**config.mk**
```make
export PLATFORM = sky130hd
export DESIGN_NAME = key_event_decoder
export DESIGN_NICKNAME = d
export VERILOG_FILES = /design/src/rtl/key_event_pkg.sv /design/src/rtl/key_evt_fifo.sv /design/src/rtl/key_event_decoder.sv
export SDC_FILE = /design/constraint.sdc
export NUM_CORES = 1
export LEC_CHECK = 0
export BUFFER_PORTS_ARGS = -buffer_cell sky130_fd_sc_hd__buf_2
export CORE_MARGIN = 2
export CORE_UTILIZATION = 50
export CTS_CLUSTER_DIAMETER = 150
export DETAILED_ROUTE_END_ITERATION = 10
export HOLD_SLACK_MARGIN = 0.12
export PLACE_DENSITY = 0.66
export SLEW_MARGIN = 20
export SYNTH_ARGS = -nofsm -noshare
export SYNTH_HDL_FRONTEND = slang
export SYNTH_HIERARCHICAL = 1
export SYNTH_SLANG_ARGS = --single-unit
```
**constraint.sdc**
```tcl
create_clock -name clk -period 6.1 [get_ports clk]
set_clock_uncertainty 0.15 [all_clocks]
set_input_delay 1.22 -clock clk [delete_from_list [all_inputs] [get_ports clk]]
set_output_delay 1.22 -clock clk [all_outputs]
set_load 0.05 [all_outputs]
```
**src/rtl/key_event_pkg.sv**
```systemverilog
// Shared constants for the key event decoder: default ASCII key map,
// default pulse/lockout lengths and the per-channel counter widths.
package key_event_pkg;

  localparam logic [7:0] KEY_W     = 8'h77;
  localparam logic [7:0] KEY_S     = 8'h73;
  localparam logic [7:0] KEY_A     = 8'h61;
  localparam logic [7:0] KEY_D     = 8'h64;
  localparam logic [7:0] KEY_SPACE = 8'h20;
  localparam logic [7:0] KEY_ENTER = 8'h0D;

  // Channel 0 sits in the low byte.
  localparam logic [47:0] KEY_CODES_DEF = {KEY_ENTER, KEY_SPACE, KEY_D, KEY_A, KEY_S, KEY_W};

  localparam int HOLD_DEF = 1000;
  localparam int CD_DEF   = 500000;

  localparam int HOLD_CNT_W = 16;
  localparam int CD_CNT_W   = 20;

endpackage

```
**src/rtl/key_evt_fifo.sv**
```systemverilog
// Small synchronous event FIFO. Pointers carry one extra wrap bit so
// full/empty come from comparing MSBs. A push into a full FIFO is only
// taken when a pop happens in the same cycle. The head output reads as
// zero while empty so it has a defined value out of reset.
module key_evt_fifo #(
  parameter int WIDTH = 3,
  parameter int DEPTH = 4
) (
  input  logic             clk,
  input  logic             reset_n,
  input  logic             push,
  input  logic [WIDTH-1:0] push_data,
  input  logic             pop,
  output logic [WIDTH-1:0] pop_data,
  output logic             full,
  output logic             empty
);

  localparam int AW = $clog2(DEPTH);

  logic [WIDTH-1:0] mem [DEPTH];
  logic [AW:0]      wr_ptr;
  logic [AW:0]      rd_ptr;
  logic             push_ok;
  logic             pop_ok;

  assign empty    = (wr_ptr == rd_ptr);
  assign full     = (wr_ptr[AW] != rd_ptr[AW]) && (wr_ptr[AW-1:0] == rd_ptr[AW-1:0]);
  assign pop_ok   = pop && !empty;
  assign push_ok  = push && (!full || pop_ok);
  assign pop_data = empty ? '0 : mem[rd_ptr[AW-1:0]];

  // Storage write; data is not reset, only the pointers are.
  always_ff @(posedge clk) begin
    if (push_ok) mem[wr_ptr[AW-1:0]] <= push_data;
  end

  // Pointer advance on accepted push/pop.
  always_ff @(posedge clk or negedge reset_n) begin
    if (!reset_n) begin
      wr_ptr <= '0;
      rd_ptr <= '0;
    end else begin
      if (push_ok) wr_ptr <= wr_ptr + (AW+1)'(1);
      if (pop_ok)  rd_ptr <= rd_ptr + (AW+1)'(1);
    end
  end

endmodule

```
**src/rtl/key_event_decoder.sv**
```systemverilog
// Maps UART bytes onto NUM_KEYS key channels. Each channel gets a
// stretched hold pulse plus a re-trigger cooldown, and each accepted
// press is queued in an event FIFO for the game FSM.
// Optional: define KEY_CASE_FOLD_EN to fold 'A'..'Z' to lower case
// before matching.
module key_event_decoder
  import key_event_pkg::*;
#(
  parameter int NUM_KEYS        = 6,
  parameter int DATA_W          = 8,
  parameter logic [NUM_KEYS*DATA_W-1:0] KEY_CODES = KEY_CODES_DEF,
  parameter int HOLD_CYCLES     = HOLD_DEF,
  parameter int COOLDOWN_CYCLES = CD_DEF,
  parameter int EVT_DEPTH       = 4,
  localparam int IDX_W          = (NUM_KEYS > 1) ? $clog2(NUM_KEYS) : 1
) (
  input  logic                clk,
  input  logic                reset_n,
  input  logic [DATA_W-1:0]   rx_data,
  input  logic                rx_valid,
  output logic [NUM_KEYS-1:0] key_hold,
  output logic                evt_valid,
  output logic [IDX_W-1:0]    evt_idx,
  input  logic                evt_ready,
  output logic [7:0]          drop_cnt
);

  function automatic logic [DATA_W-1:0] fold_case(input logic [DATA_W-1:0] b);
    if (b >= DATA_W'(8'h41) && b <= DATA_W'(8'h5A)) return b + DATA_W'(8'h20);
    return b;
  endfunction

  function automatic logic [7:0] sat_inc8(input logic [7:0] v);
    return (v == 8'hFF) ? v : v + 8'd1;
  endfunction

  logic                rx_vld_p0;
  logic                accept;
  logic [DATA_W-1:0]   match_byte;
  logic                match_hit;
  logic [IDX_W-1:0]    match_idx;
  logic [NUM_KEYS-1:0] cd_zero;
  logic [NUM_KEYS-1:0] trig_vec;
  logic                push;
  logic                pop;
  logic                fifo_full;
  logic                fifo_empty;
  logic                drop;

`ifdef KEY_CASE_FOLD_EN
  assign match_byte = fold_case(rx_data);
`else
  assign match_byte = rx_data;
`endif

  // Delay flop for rising-edge detection of rx_valid.
  always_ff @(posedge clk or negedge reset_n) begin
    if (!reset_n) rx_vld_p0 <= 1'b0;
    else          rx_vld_p0 <= rx_valid;
  end

  assign accept = rx_valid && !rx_vld_p0;

  // Parallel match; scanning downward lets the lowest index win on duplicates.
  always_comb begin
    match_hit = 1'b0;
    match_idx = '0;
    for (int i = NUM_KEYS - 1; i >= 0; i--) begin
      if (match_byte == KEY_CODES[DATA_W*i +: DATA_W]) begin
        match_hit = 1'b1;
        match_idx = IDX_W'(i);
      end
    end
  end

  for (genvar g = 0; g < NUM_KEYS; g++) begin : g_chan
    logic [HOLD_CNT_W-1:0] hold_cnt;
    logic [CD_CNT_W-1:0]   cd_cnt;

    assign cd_zero[g]  = (cd_cnt == '0);
    assign trig_vec[g] = accept && match_hit && (match_idx == IDX_W'(g)) && cd_zero[g];
    assign key_hold[g] = (hold_cnt != '0);

    // Load on trigger, otherwise count both timers down to zero.
    always_ff @(posedge clk or negedge reset_n) begin
      if (!reset_n) begin
        hold_cnt <= '0;
        cd_cnt   <= '0;
      end else if (trig_vec[g]) begin
        hold_cnt <= HOLD_CNT_W'(HOLD_CYCLES);
        cd_cnt   <= CD_CNT_W'(COOLDOWN_CYCLES);
      end else begin
        if (hold_cnt != '0) hold_cnt <= hold_cnt - HOLD_CNT_W'(1);
        if (cd_cnt != '0)   cd_cnt   <= cd_cnt - CD_CNT_W'(1);
      end
    end
  end

  // Edge detection guarantees at most one bit of trig_vec is set, so
  // match_idx is the index of the triggering channel.
  assign push      = |trig_vec;
  assign evt_valid = !fifo_empty;
  assign pop       = evt_valid && evt_ready;
  assign drop      = push && fifo_full && !pop;

  key_evt_fifo #(
    .WIDTH (IDX_W),
    .DEPTH (EVT_DEPTH)
  ) u_fifo (
    .clk       (clk),
    .reset_n   (reset_n),
    .push      (push),
    .push_data (match_idx),
    .pop       (pop),
    .pop_data  (evt_idx),
    .full      (fifo_full),
    .empty     (fifo_empty)
  );

  // Saturating count of presses lost to a full FIFO.
  always_ff @(posedge clk or negedge reset_n) begin
    if (!reset_n)  drop_cnt <= 8'd0;
    else if (drop) drop_cnt <= sat_inc8(drop_cnt);
  end

endmodule

```
After elaboration in Yosys (flattened, before gate mapping)
Memory sizes are Yosys's and may differ from the RTL's.
Index checks and enable logic that the tools add are counted.

cells by class
  add/subtract/negate cells = 15
  equality and inequality tests = 15
  muxes and demuxes = 39
  bitwise operators = 1
  reduce and logical (&&, ||, !) cells = 58

operator list
  cell                   count
  $mux 20                12
  $mux 16                12
  $logic_not 20->1       6
  $reduce_bool 20->1     6
  $sub 20x1->20 const B  6
  $reduce_bool 16->1     6
  $sub 16x1->16 const B  6
  $eq 8x7->1 const B     4
  $reduce_bool 2->1      12
  $mux 3                 7
  $logic_and 1x1->1      20
  $add 8x1->8 const B    1
  $eq 8x4->1 const B     1
  $eq 8x6->1 const B     1
  $eq 8x8->1 const B     1
  $mux 1                 8
  $add 3x1->3 const B    2
  $eq 3x2->1 const B     2
  $eq 3x3->1 const B     2
  $reduce_or 6->1        1
  $logic_not 1->1        4
  $eq 3x1->1 const B     1
  $eq 3x3->1             1
  $logic_not 3->1        1
  other kinds (5)        5

storage, ports and cells
  bits in registers = 231
  bits in writable memories = 12
  bits of input ports = 12
  output and inout bits = 18
  memories = 1

memory list
  memory      words  bits a word  read ports  clocked after memory_dff  write ports  RTL line            RTL
  u_fifo.mem  4      3            1           0                         1            key_evt_fifo.sv:21  logic [WIDTH-1:0] mem [DEPTH];

Depth between registers and ports, before layout
  depth after elaboration = 14
  depth in mapped cells = 11
  mapped depth without buffers = 10

Hierarchy
Netlist, hierarchy kept.

by module, submodules not included
  module             times used  cells an instance  area an instance (µm²)
  key_event_decoder  1           1130               11064.4
  key_evt_fifo       1           54                 923.4

Worst setup path before layout
OpenSTA, ideal clock, no wires.

  path type = input-to-reg
  from = input port rx_data[1]
  to = memory u_fifo.mem[3][0], enable pin
  setup time = 0.300 ns
  arrival = 3.190 ns
  required time = 5.650 ns
  slack = 2.460 ns
  cell stages on the path = 9
  cells stage by stage = or4_4 or2_1 buf_4 a2111oi_4 nor4_1 o21ai_0 and2_1 o41ai_2 inv_1

between the ends
  word-level cells in the longest chain between the ends = 14

ends and longest elaborated chain
  element                                               RTL line                  RTL
  from (decl)                                           key_event_decoder.sv:19   input logic [DATA_W-1:0] rx_data,
  $eq 8x4->1                                            key_event_decoder.sv:69   if (match_byte == KEY_CODES[DATA_W*i +: DATA_W]) begin
  $mux 3 / $mux 1 (equally long branches) (6 in a row)  key_event_decoder.sv:69
  $eq 3x1->1, or another cell as far along              key_event_decoder.sv:81   assign trig_vec[g] = accept && match_hit && (match_idx == IDX_W'(g)) && cd_zero[g];
  $logic_and 1x1->1 (2 in a row)                        key_event_decoder.sv:81
  $reduce_or 6->1 *                                     key_event_decoder.sv:101  assign push = |trig_vec;
  net push                                              key_event_decoder.sv:44   logic push;
  $logic_and 1x1->1 *                                   key_evt_fifo.sv:30        assign push_ok = push && (!full || pop_ok);
  $mux 1 *                                              key_evt_fifo.sv:35        if (push_ok) mem[wr_ptr[AW-1:0]] <= push_data;
  $mux 1 (not written as such) *                        key_evt_fifo.sv:35
  to (decl)                                             key_evt_fifo.sv:21

Mark *: on every way through the listed nets, which the timed path passes. The rest lies on a longest branch.

Worst setup path after layout
  from = register g_chan[3].hold_cnt[4]
  to = output port key_hold[3]

between the ends
  word-level cells in the longest chain between the ends = 1

ends and longest elaborated chain
  element                 RTL line                 RTL
  from (decl)             key_event_decoder.sv:77  logic [HOLD_CNT_W-1:0] hold_cnt;
  from (signal assigned)  key_event_decoder.sv:90  hold_cnt <= HOLD_CNT_W'(HOLD_CYCLES);
  from (signal assigned)  key_event_decoder.sv:93  if (hold_cnt != '0) hold_cnt <= hold_cnt - HOLD_CNT_W'(1);
  $reduce_bool 16->1      key_event_decoder.sv:82  assign key_hold[g] = (hold_cnt != '0);
  to (decl)               key_event_decoder.sv:21  output logic [NUM_KEYS-1:0] key_hold,

Every way passes these cells.

==> results.ini <==
[layout]
layout_commonest_cell = dfrtp_1
drive_gt1_frac = 0.0897
fillers = 2064
area_growth_pct = 11.7
multiInputGateArea_sq_mm = 0.00563
num_antenna_cells = 0
final_cell_mix = dfrtp_1, nor2_1, nand2_1, nor3_1, xnor2_1
design_area_sq_mm = 0.0134
nets = 1258
final-seq-area_sq_mm = 0.00614

[routing]
highest_layer = met4
wl_met3_um = 637
drt-pass1-iter-count = 4
wirelength_um = 22200
drc = 0
final_antenna_net_count = 0
via_count = 8620
route.met2.wl_um = 10400
met1_length_um = 10900
drt_iter0_markers = 525
avgRoutedWirePerCell_um = 14.2
viasPerCell = 5.50

[worst_setup_path]
cpLargestDelayFamily = simple AND/OR/NAND/NOR gates
crit_type = flip-flop to output port
cpMaxStageDelayCell = or4_1
worst_ep_required_time_ns = 4.73
cp-end-kind = output port
worst-path-buf-inv = 1
worstPathMaxFanout = 11
startpoint_type = flip-flop
arrival_ns = 2.80
slowest_delay_ns = 0.54
crit_path_cell_trace = or4_1, nor3_1, nand4_1, buf_2

[synth]
avgSynthCellArea_sq_um = 10.1
synth_seq_cells = 243
seq_area_frac_synth = 0.512
ys_warn_count = 6
synthCells = 1184
ys_types = 69
synth_flop_cell = dfrtp_1
synthTopCellsByArea = dfrtp_1, xnor2_1, xor2_1
async_reset_ff_frac = 0.951
synth_top_area_frac = 0.482
synth_top_cell_by_area = dfrtp_1
syn_area_sq_mm = 0.0120
synth_fp_nets = 1214
synth-edff-count = 12

[run_status]
status = completed

[global_route]
grt_start_max_net_pins = 121
grt_pass1_vias = 8456
antenna_found_initial = 0
overflow = 0
grt_util_all_layers = 0.181
grt_pass1_wl_um = 39600

[clock_tree]
cts_buffer_depth = 3
cts_buffers = 26
cts_resized = 0
path_clk_slew_ns = 0.06
post_cts_buffers = 0
root_buffer = clkbuf_16
clock_sinks = 243
hold_buffers = 0
htreeDepth = 1
cts_tree = done
insertion_delay_ns = 0.53

[sta]
rsz0062_at_grt = false
setup_viol = 0
tns_ns = 0
fin_crit_ns = 4.17
drv_slew = 0
max_freq_mhz = 240
worstMarginPinSlew_ns = 0.951
finalCritPeriodShare = 0.684
hold_viol = 0
holdWs_ns = 0.317
relSlewSlack = 0.364

[power_and_ir_drop]
pwr_density_cell_mw_per_mm2 = 273
leakage_nw = 5.09
ir_drop_mv = 0.290

[min_path]
worstHoldPathType = flip-flop to flip-flop

[placement]
gp_congestion = 0.784
dpl.hpwl_um = 15000
port_buffers = 29
place_area_sq_mm = 0.0125

[die]
dieArea_sq_mm = 0.0252
initial_core_util = 0.511
die_w_um = 159
rows = 56
boundaryPins = 30
dieHeight_um = 159
core-area_sq_mm = 0.0235

[flow_run]
drv_cap = 0

[through the flow]
stage	std cells	setup slack [ns]	util	power [mW]
after CTS	1567	1.85	0.571	3.71
after detailed placement	1519	1.66	0.533	2.09
final	1567	1.93	0.571	3.66
after global routing	1567	1.61	0.571	3.83
after global placement	1519	1.65	0.533	2.08
after floorplan	1184	2.46	-	2.00
[metal layers]
layer	vias to the layer above	global-route usage
met5	-	0
met2	88	0.304
met3	34	0.0264
li1	4328	-
met1	4170	0.249
met4	0	0.0430
[path summary, 6_finish.rpt]
check	depth (start not counted)	endpoint	start	slack [ns]
max in group asynchronous	2	g_chan[0].cd_cnt[2]$_DFFE_PN0P_	reset_n	4.12
setup reg to reg	10	u_fifo/mem[3][0]$_DFFE_PP_	g_chan[0].cd_cnt[0]$_DFFE_PN0P_	2.37
setup / recovery	4	key_hold[3]	g_chan[3].hold_cnt[4]$_DFFE_PN0P_	1.93
hold reg to reg	1	g_chan[1].cd_cnt[9]$_DFFE_PN0P_	g_chan[1].cd_cnt[9]$_DFFE_PN0P_	0.32
min in group asynchronous	1	g_chan[4].hold_cnt[12]$_DFFE_PN0P_	reset_n	0.58
hold / removal	1	g_chan[1].cd_cnt[9]$_DFFE_PN0P_	g_chan[1].cd_cnt[9]$_DFFE_PN0P_	0.32
[power breakdown]
group | total, mW | internal, mW | leakage (nW) | switching [mW]
sequential | 1.84 | 1.73 | 2.65 | 0.111
combinational | 0.221 | 0.100 | 2.00 | 0.120
clock | 1.60 | 0.978 | 0.439 | 0.623
[synthesized netlist by cell type, drive strengths merged, types with 4 or more instances]
cell type / instances
a211oi: 8
a21o: 10
a21oi: 47
and2: 6
and3: 16
buf: 5
clkbuf: 12
dfrtp: 231
edfxtp: 12
ha: 18
inv: 38
mux2: 8
mux2i: 12
nand2: 106
nand2b: 6
nand3: 39
nand3b: 5
nand4: 16
nor2: 138
nor2b: 11
nor3: 97
nor3b: 11
nor4: 44
o211ai: 6
o21ai: 39
o31ai: 16
o41ai: 5
or2: 9
or3: 26
or4: 24
or4b: 4
xnor2: 64
xor2: 63
[flip-flops by register name (all words and copies together), names as in the netlist]
| register | flops |
|---|---|
| u_fifo/mem | 12 |
| drop_cnt | 8 |
| u_fifo/wr_ptr | 3 |
| rx_vld_p0 | 1 |
| g_chan.cd_cnt | 120 |
| g_chan.hold_cnt | 96 |
| u_fifo/rd_ptr | 3 |
[kinds of logic after synthesis]
| kind of cell | share of synthesized area |
|---|---|
| xor gates and xnor gates | 0.0959 |
| buffers and inverters | 0.0184 |
| DFF | 0.512 |
| adders and majority gates | 0.0188 |
| and+or+nand+nor | 0.245 |
| AOI/OAI and AO/OA | 0.0855 |
| muxes | 0.0241 |
[final cells by class]
class,count,area share
clock buffers,41,0.0596
clock inverters,7,0.00635
inverters,38,0.0106
multi-input cells,886,0.420
flip-flops and latches,243,0.458
well taps,319,0.0298
repair buffers,33,0.0148
Note: power is estimated with default switching activity, not from simulation.
